--- config.mk ---
export PLATFORM = sky130hd
export DESIGN_NAME = word_endpoint_detector
export DESIGN_NICKNAME = d
export VERILOG_FILES = /design/src/rtl/word_endpoint_detector.sv
export SDC_FILE = /design/constraint.sdc
export NUM_CORES = 2
export LEC_CHECK = 0
export ABC_AREA = 1
export BUFFER_PORTS_ARGS = -buffer_cell sky130_fd_sc_hd__buf_2
export CAP_MARGIN = 5
export CORE_MARGIN = 2
export CORE_UTILIZATION = 30
export CTS_CLUSTER_DIAMETER = 50
export CTS_CLUSTER_SIZE = 28
export DETAILED_ROUTE_END_ITERATION = 10
export PLACE_DENSITY = 0.42
export SLEW_MARGIN = 40
export SYNTH_ARGS = -nofsm -noshare
export SYNTH_HDL_FRONTEND = slang
export SYNTH_SLANG_ARGS = --single-unit
--- constraint.sdc ---
create_clock -name iclk -period 7.6 [get_ports iclk]
set_input_delay 0.76 -clock iclk [delete_from_list [all_inputs] [get_ports iclk]]
set_output_delay 0.76 -clock iclk [all_outputs]
set_load 0.005 [all_outputs]
--- src/rtl/word_endpoint_detector.sv ---
// Word endpoint detector: rectify -> moving-average envelope -> hysteresis FSM.
// Emits one start/end index pair per detected word, with pre-roll on the onset,
// hangover bridging of short gaps, minimum-length rejection and utterance
// boundaries marked by ilast.
module word_endpoint_detector #(
  parameter int DATA_W   = 16,
  parameter int IDX_W    = 32,
  parameter int AVG_LOG2 = 6,
  parameter int HANG     = 2048,
  parameter int MIN_LEN  = 1024,
  parameter int PRE_ROLL = 256
) (
  input  logic              iclk,
  input  logic              irstn,
  input  logic              ivalid,
  input  logic [DATA_W-1:0] idata,
  input  logic [IDX_W-1:0]  iidx,
  input  logic              ilast,
  input  logic [DATA_W-1:0] ithresh,
  output logic              oavg_valid,
  output logic [DATA_W-1:0] oavg,
  output logic [IDX_W-1:0]  oavg_idx,
  output logic              ovalid,
  output logic [IDX_W-1:0]  ostart_idx,
  output logic [IDX_W-1:0]  oend_idx,
  output logic              obusy
);

  localparam int WIN    = 1 << AVG_LOG2;
  localparam int SUM_W  = DATA_W + AVG_LOG2;
  localparam int FILL_W = AVG_LOG2 + 1;
  localparam int HCW    = $clog2(HANG + 1);

  typedef enum logic [1:0] {ST_IDLE, ST_ACTIVE, ST_HANG} state_t;

  // Magnitude with the most negative code clamped to the most positive one.
  function automatic logic [DATA_W-1:0] rectify(input logic signed [DATA_W-1:0] x);
    logic signed [DATA_W-1:0] mag;
    if (x == $signed({1'b1, {(DATA_W-1){1'b0}}})) mag = $signed({1'b0, {(DATA_W-1){1'b1}}});
    else if (x < 0)                                mag = -x;
    else                                           mag = x;
    return $unsigned(mag);
  endfunction

  // Window average by truncating shift of the running sum.
  function automatic logic [DATA_W-1:0] envelope(input logic [SUM_W-1:0] s);
    return s[SUM_W-1:AVG_LOG2];
  endfunction

  // Onset index moved back by the pre-roll, clamped at address 0.
  function automatic logic [IDX_W-1:0] preroll(input logic [IDX_W-1:0] idx);
    if (idx >= IDX_W'(PRE_ROLL)) return idx - IDX_W'(PRE_ROLL);
    return '0;
  endfunction

  logic [1:0] rst_pipe;
  logic       rst_n;

  // Reset asserts immediately and releases two clock edges after irstn rises.
  always_ff @(posedge iclk or negedge irstn) begin
    if (!irstn) rst_pipe <= 2'b00;
    else        rst_pipe <= {rst_pipe[0], 1'b1};
  end
  assign rst_n = rst_pipe[1];

  // ---- Stage p0: accepted sample ----
  logic                     vld_p0, last_p0;
  logic signed [DATA_W-1:0] data_p0;
  logic [IDX_W-1:0]         idx_p0;

  // Strobe and utterance marker of the captured sample.
  always_ff @(posedge iclk or negedge rst_n) begin
    if (!rst_n) begin
      vld_p0  <= 1'b0;
      last_p0 <= 1'b0;
    end else begin
      vld_p0  <= ivalid;
      last_p0 <= ivalid & ilast;
    end
  end

  // Sample payload, held across bubbles.
  always_ff @(posedge iclk) begin
    if (ivalid) begin
      data_p0 <= $signed(idata);
      idx_p0  <= iidx;
    end
  end

  // ---- Stage p1: rectified sample ----
  logic              vld_p1, last_p1;
  logic [DATA_W-1:0] rect_p1;
  logic [IDX_W-1:0]  idx_p1;

  // Strobe and utterance marker follow the sample into the rectifier stage.
  always_ff @(posedge iclk or negedge rst_n) begin
    if (!rst_n) begin
      vld_p1  <= 1'b0;
      last_p1 <= 1'b0;
    end else begin
      vld_p1 <= vld_p0;
      if (vld_p0) last_p1 <= last_p0;
    end
  end

  // Rectified magnitude and its index.
  always_ff @(posedge iclk) begin
    if (vld_p0) begin
      rect_p1 <= rectify(data_p0);
      idx_p1  <= idx_p0;
    end
  end

  // ---- Stage p2: moving-average envelope ----
  logic              vld_p2, last_p2;
  logic [DATA_W-1:0] avg_p2;
  logic [IDX_W-1:0]  idx_p2;
  logic [SUM_W-1:0]  sum, sum_nx;
  logic [FILL_W-1:0] fill;
  logic [AVG_LOG2-1:0] ptr;
  logic [DATA_W-1:0] dline [WIN];
  logic [DATA_W-1:0] oldest;

  // Oldest window entry counts as zero until the window has filled.
  always_comb begin
    oldest = (fill == FILL_W'(WIN)) ? dline[ptr] : '0;
    sum_nx = sum + SUM_W'(rect_p1) - SUM_W'(oldest);
  end

  // Running sum, fill level and write pointer; all restart after an ilast sample.
  always_ff @(posedge iclk or negedge rst_n) begin
    if (!rst_n) begin
      vld_p2  <= 1'b0;
      last_p2 <= 1'b0;
      avg_p2  <= '0;
      idx_p2  <= '0;
      sum     <= '0;
      fill    <= '0;
      ptr     <= '0;
    end else begin
      vld_p2 <= vld_p1;
      if (vld_p1) begin
        avg_p2  <= envelope(sum_nx);
        idx_p2  <= idx_p1;
        last_p2 <= last_p1;
        if (last_p1) begin
          sum  <= '0;
          fill <= '0;
          ptr  <= '0;
        end else begin
          sum <= sum_nx;
          ptr <= ptr + 1'b1;
          if (fill != FILL_W'(WIN)) fill <= fill + 1'b1;
        end
      end
    end
  end

  // Delay line of rectified samples; stale contents are masked by the fill level.
  always_ff @(posedge iclk) begin
    if (vld_p1) dline[ptr] <= rect_p1;
  end

  assign oavg_valid = vld_p2;
  assign oavg       = avg_p2;
  assign oavg_idx   = idx_p2;

  // ---- Stage p3: hysteresis word FSM ----
  state_t           state, state_nx;
  logic [IDX_W-1:0] start_r, start_nx, last_ab, last_ab_nx;
  logic [IDX_W-1:0] fin_start, fin_end, word_len;
  logic [HCW-1:0]   hang_cnt, hang_cnt_nx;
  logic             above, finish, ovalid_nx;
  logic             ovalid_p3;
  logic [IDX_W-1:0] ostart_p3, oend_p3;

  // Next state, word bounds and the finish/accept decision per envelope sample.
  always_comb begin
    state_nx    = state;
    start_nx    = start_r;
    last_ab_nx  = last_ab;
    hang_cnt_nx = hang_cnt;
    finish      = 1'b0;
    fin_start   = start_r;
    fin_end     = last_ab;
    above       = avg_p2 > ithresh;
    if (vld_p2) begin
      case (state)
        ST_IDLE: begin
          if (above) begin
            start_nx   = preroll(idx_p2);
            last_ab_nx = idx_p2;
            fin_start  = preroll(idx_p2);
            fin_end    = idx_p2;
            if (last_p2) finish   = 1'b1;
            else         state_nx = ST_ACTIVE;
          end
        end
        ST_ACTIVE: begin
          if (above) last_ab_nx = idx_p2;
          if (last_p2) begin
            finish  = 1'b1;
            fin_end = idx_p2;
          end else if (!above) begin
            hang_cnt_nx = HCW'(1);
            if (HANG == 1) finish   = 1'b1;
            else           state_nx = ST_HANG;
          end
        end
        ST_HANG: begin
          if (last_p2) begin
            finish = 1'b1;
          end else if (above) begin
            state_nx   = ST_ACTIVE;
            last_ab_nx = idx_p2;
          end else begin
            hang_cnt_nx = hang_cnt + 1'b1;
            if (hang_cnt_nx == HCW'(HANG)) finish = 1'b1;
          end
        end
        default: state_nx = ST_IDLE;
      endcase
      if (finish) state_nx = ST_IDLE;
    end
    word_len  = fin_end - fin_start + 1'b1;
    ovalid_nx = finish && (word_len >= IDX_W'(MIN_LEN));
  end

  // FSM state, word tracking and the held output pair.
  always_ff @(posedge iclk or negedge rst_n) begin
    if (!rst_n) begin
      state     <= ST_IDLE;
      start_r   <= '0;
      last_ab   <= '0;
      hang_cnt  <= '0;
      ovalid_p3 <= 1'b0;
      ostart_p3 <= '0;
      oend_p3   <= '0;
    end else begin
      state     <= state_nx;
      start_r   <= start_nx;
      last_ab   <= last_ab_nx;
      hang_cnt  <= hang_cnt_nx;
      ovalid_p3 <= ovalid_nx;
      if (ovalid_nx) begin
        ostart_p3 <= fin_start;
        oend_p3   <= fin_end;
      end
    end
  end

  assign ovalid     = ovalid_p3;
  assign ostart_idx = ostart_p3;
  assign oend_idx   = oend_p3;
  assign obusy      = (state != ST_IDLE);

endmodule

==> flow_summary.json <==
{
  "crit_path_max_fanout": 64,
  "power_mw": 26.0,
  "yosys_warnings": 0,
  "async_flop_share_pct": 17.3,
  "pre_cts_ws_ns": 0.739,
  "clock_skew_ns": 0.0358,
  "rsz0062_at_grt": "no",
  "synth-xor-area-share_pct": 0.585,
  "place_hpwl_um": 120000,
  "viasPerCell": 5.03,
  "clk_pin_slew_ns": 0.07,
  "worstPathArrival_ns": 7.29,
  "chipHeight_um": 439,
  "grt_pass1_vias": 36566,
  "peakVddDrop_mv": 0.243,
  "final.period_utilization_pct": 86.3,
  "layout-drive-gt1-share_pct": 18.0,
  "htree_levels": 4,
  "max_stage_delay_ns": 0.62,
  "hold_violations": 0,
  "port_buffers": 182,
  "clock_sinks": 1354,
  "worst_pin_slew_ns": 0.915,
  "synth.area.mux_share_pct": 0.0198,
  "synth_top_family_by_area": "simple AND/OR/NAND/NOR gates",
  "crit_slowest_cell": "buf_4",
  "use_met2_pct": 30.1,
  "cts_root_buffer": "clkbuf_16",
  "layout_min_cycle_time_ns": 6.56,
  "rows": 159,
  "die-width_um": 439,
  "top_usage_layer": "met2",
  "ys_seq_area_share_pct": 69.4,
  "core-area_sq_um": 188000,
  "yosysUniqueCellTypes": 65,
  "syn_inst": 4495,
  "overflow": 0,
  "area_growth_syn_to_layout_pct": 18.2,
  "drt_wl_total_um": 188000,
  "nNetsFinal": 4997,
  "grt_usage_pct": 19.2,
  "synth_compound_area_share_pct": 10.1,
  "status": "finished clean",
  "cp-end-kind": "flop",
  "worstHoldPathType": "in2reg",
  "cp.required_ns": 8.33,
  "drc": 0,
  "syn_nets": 4687,
  "slew_headroom_pct": 38.8,
  "ys_seq_elements": 1354,
  "fmax_mhz": 152,
  "path_class": "reg2reg",
  "cp-start-kind": "flop",
  "ctsLongestPathBuffers": 3,
  "syn_avg_cell_area_sq_um": 12.7,
  "final_common_cell": "edfxtp_1",
  "cts_tree": "built",
  "cts_made_buffers": 158,
  "clk_latency_ns": 0.82,
  "tns_ns": 0,
  "grt_antenna_before_repair": 11,
  "critPathTopFamily": "simple AND/OR/NAND/NOR gates",
  "ys.flop_type": "edfxtp_1",
  "grt_max_degree": 80,
  "mostFrequentLayoutCells": "1120 x edfxtp_1, 874 x nand2_1, 320 x inv_1",
  "p_leak_nw": 25.0,
  "grtUsageMet3_pct": 2.64,
  "fin_ws_ns": 1.04,
  "yosys.area_share.simple_pct": 13.0,
  "ctsResizeCount": 0,
  "vias": 37401,
  "grt_use_met1_pct": 27.8,
  "post_cts_buffers": 0,
  "final_core_util_pct": 35.7,
  "power_density_nw_per_um2": 386,
  "wl_per_cell_um": 25.2,
  "finalMaxSlewViolations": 0,
  "ant_nets": 0,
  "start_util_pct": 30.2,
  "synthAdderAreaFrac_pct": 2.95,
  "final_area_sq_um": 67300,
  "placed_area_sq_um": 61600,
  "finalSetupViolations": 0,
  "critPathBufInv": 4,
  "syn_area_sq_um": 56900,
  "io_pins": 183,
  "grt_pass1_wl_um": 269000,
  "cap_violations": 0,
  "gp_congestion": 0.850,
  "first_pass_iters": 5,
  "die_area_sq_um": 193000,
  "synth_edf_count": 1120,
  "drt_iter0_markers": 3535
}
per-stage QoR:
step | cells | hold WS [ns]
finish | 7438 | 0.132
global route | 7436 | 0.0851
CTS | 7434 | 0.0685
detailed placement | 7137 | 0.336
global placement | 7134 | 0.334
floorplan | 4495 | 0.331
cell type report:
type | instances | area (sq um)
diodes | 2 | 5.00
clock inverters | 130 | 1510
repair buffers | 341 | 2250
flip-flops and latches | 1354 | 39500
clock buffers | 166 | 4070
multi-input cells | 2590 | 15400
inverters | 360 | 1390
well taps | 2495 | 3120
fillers | 18433 | 121000
path summary, 6_finish.rpt:
| path | from | cells after the start | slack [ns] | to |
|---|---|---|---|---|
| max | oavg_idx[8] | 27 | 1.04 | oend_idx[19] |
| min | iidx[4] | 1 | 0.13 | idx_p0[4] |
| max reg2reg | oavg_idx[8] | 27 | 1.04 | oend_idx[19] |
| min reg2reg | rst_pipe[0] | 0 | 0.34 | rst_pipe[1] |
| max in group asynchronous | rst_pipe[1] | 2 | 5.86 | oend_idx[5] |
| min in group asynchronous | irstn | 2 | 0.27 | rst_pipe[1] |
synth_stat cells (3+ instances only):
master     instances  area share, %
o21ai_0          198            1.7
nor3_2             5          0.088
nor4_1            14           0.15
nand3_1          172            1.5
clkbuf_1         117           0.77
o21ai_1            3          0.026
nand2_4           52            1.0
buf_1             38           0.25
o31ai_1            3          0.040
a21o_1             5          0.066
nor3_1            34           0.30
o22ai_1           41           0.45
inv_1            327            2.2
nand3b_1           6          0.079
nor2_2            13           0.14
nand4_1          143            1.6
nand2_2           54           0.59
buf_12             6           0.21
dfrtp_1          234             10
xnor2_1           10           0.15
nand3_2            4          0.070
a21oi_1          118            1.0
buf_6              3          0.059
or2_2             20           0.22
inv_2             25           0.16
o21a_1            11           0.15
o211ai_1           7          0.092
o2bb2ai_1          5          0.077
fa_1              17           0.60
nor2_4             4          0.079
nand2_1          877            5.8
ha_1             107            2.4
a22o_1           109            1.7
o21bai_1          20           0.26
buf_2             23           0.20
clkinv_1           7          0.046
a21oi_2            4          0.062
buf_4              4          0.053
a31oi_1           21           0.23
edfxtp_1        1120             59
a221oi_1         109            1.7
nor2_1           176            1.2
a22oi_1          177            2.3
xor2_1            28           0.43
registers in the layout, summed over array words and instances, names as in the netlist, 2 cells and up:
signal and count:
hang_cnt 12, dline 1024, rst_pipe 2, state 2, ostart_idx 32, oend_idx 32, sum 22, idx_p0 32
ptr 6, last_ab 32, rect_p1 16, oavg_idx 32, data_p0 16, start_r 32, fill 7, oavg 16
idx_p1 32
where the power goes:
group	total (mW)	switching [mW]	internal [mW]
sequential	9.20	0.446	8.76
combinational	8.72	5.90	2.82
clock	8.07	3.55	4.52
logic make-up after synthesis:
group	Yosys count
simple gates	1582
flops	1354
compound gates	844
buf+inv	551
fa+ha+maj	124
xor+xnor	38
other cells	1
mux	1
layer usage:
layer  share of wire (%)  up-vias
met5              0.0096        -
li1                    -    17095
met3                 4.9      223
met1                  47    19058
met2                  46     1021
met4                 2.2        4
what timing repair did:
action	in CTS	in global routing
setup endpoints to repair	0	0
hold buffers	1	0
hold endpoints to repair	2	0
No activity file was read; power rests on OpenSTA's default activity.
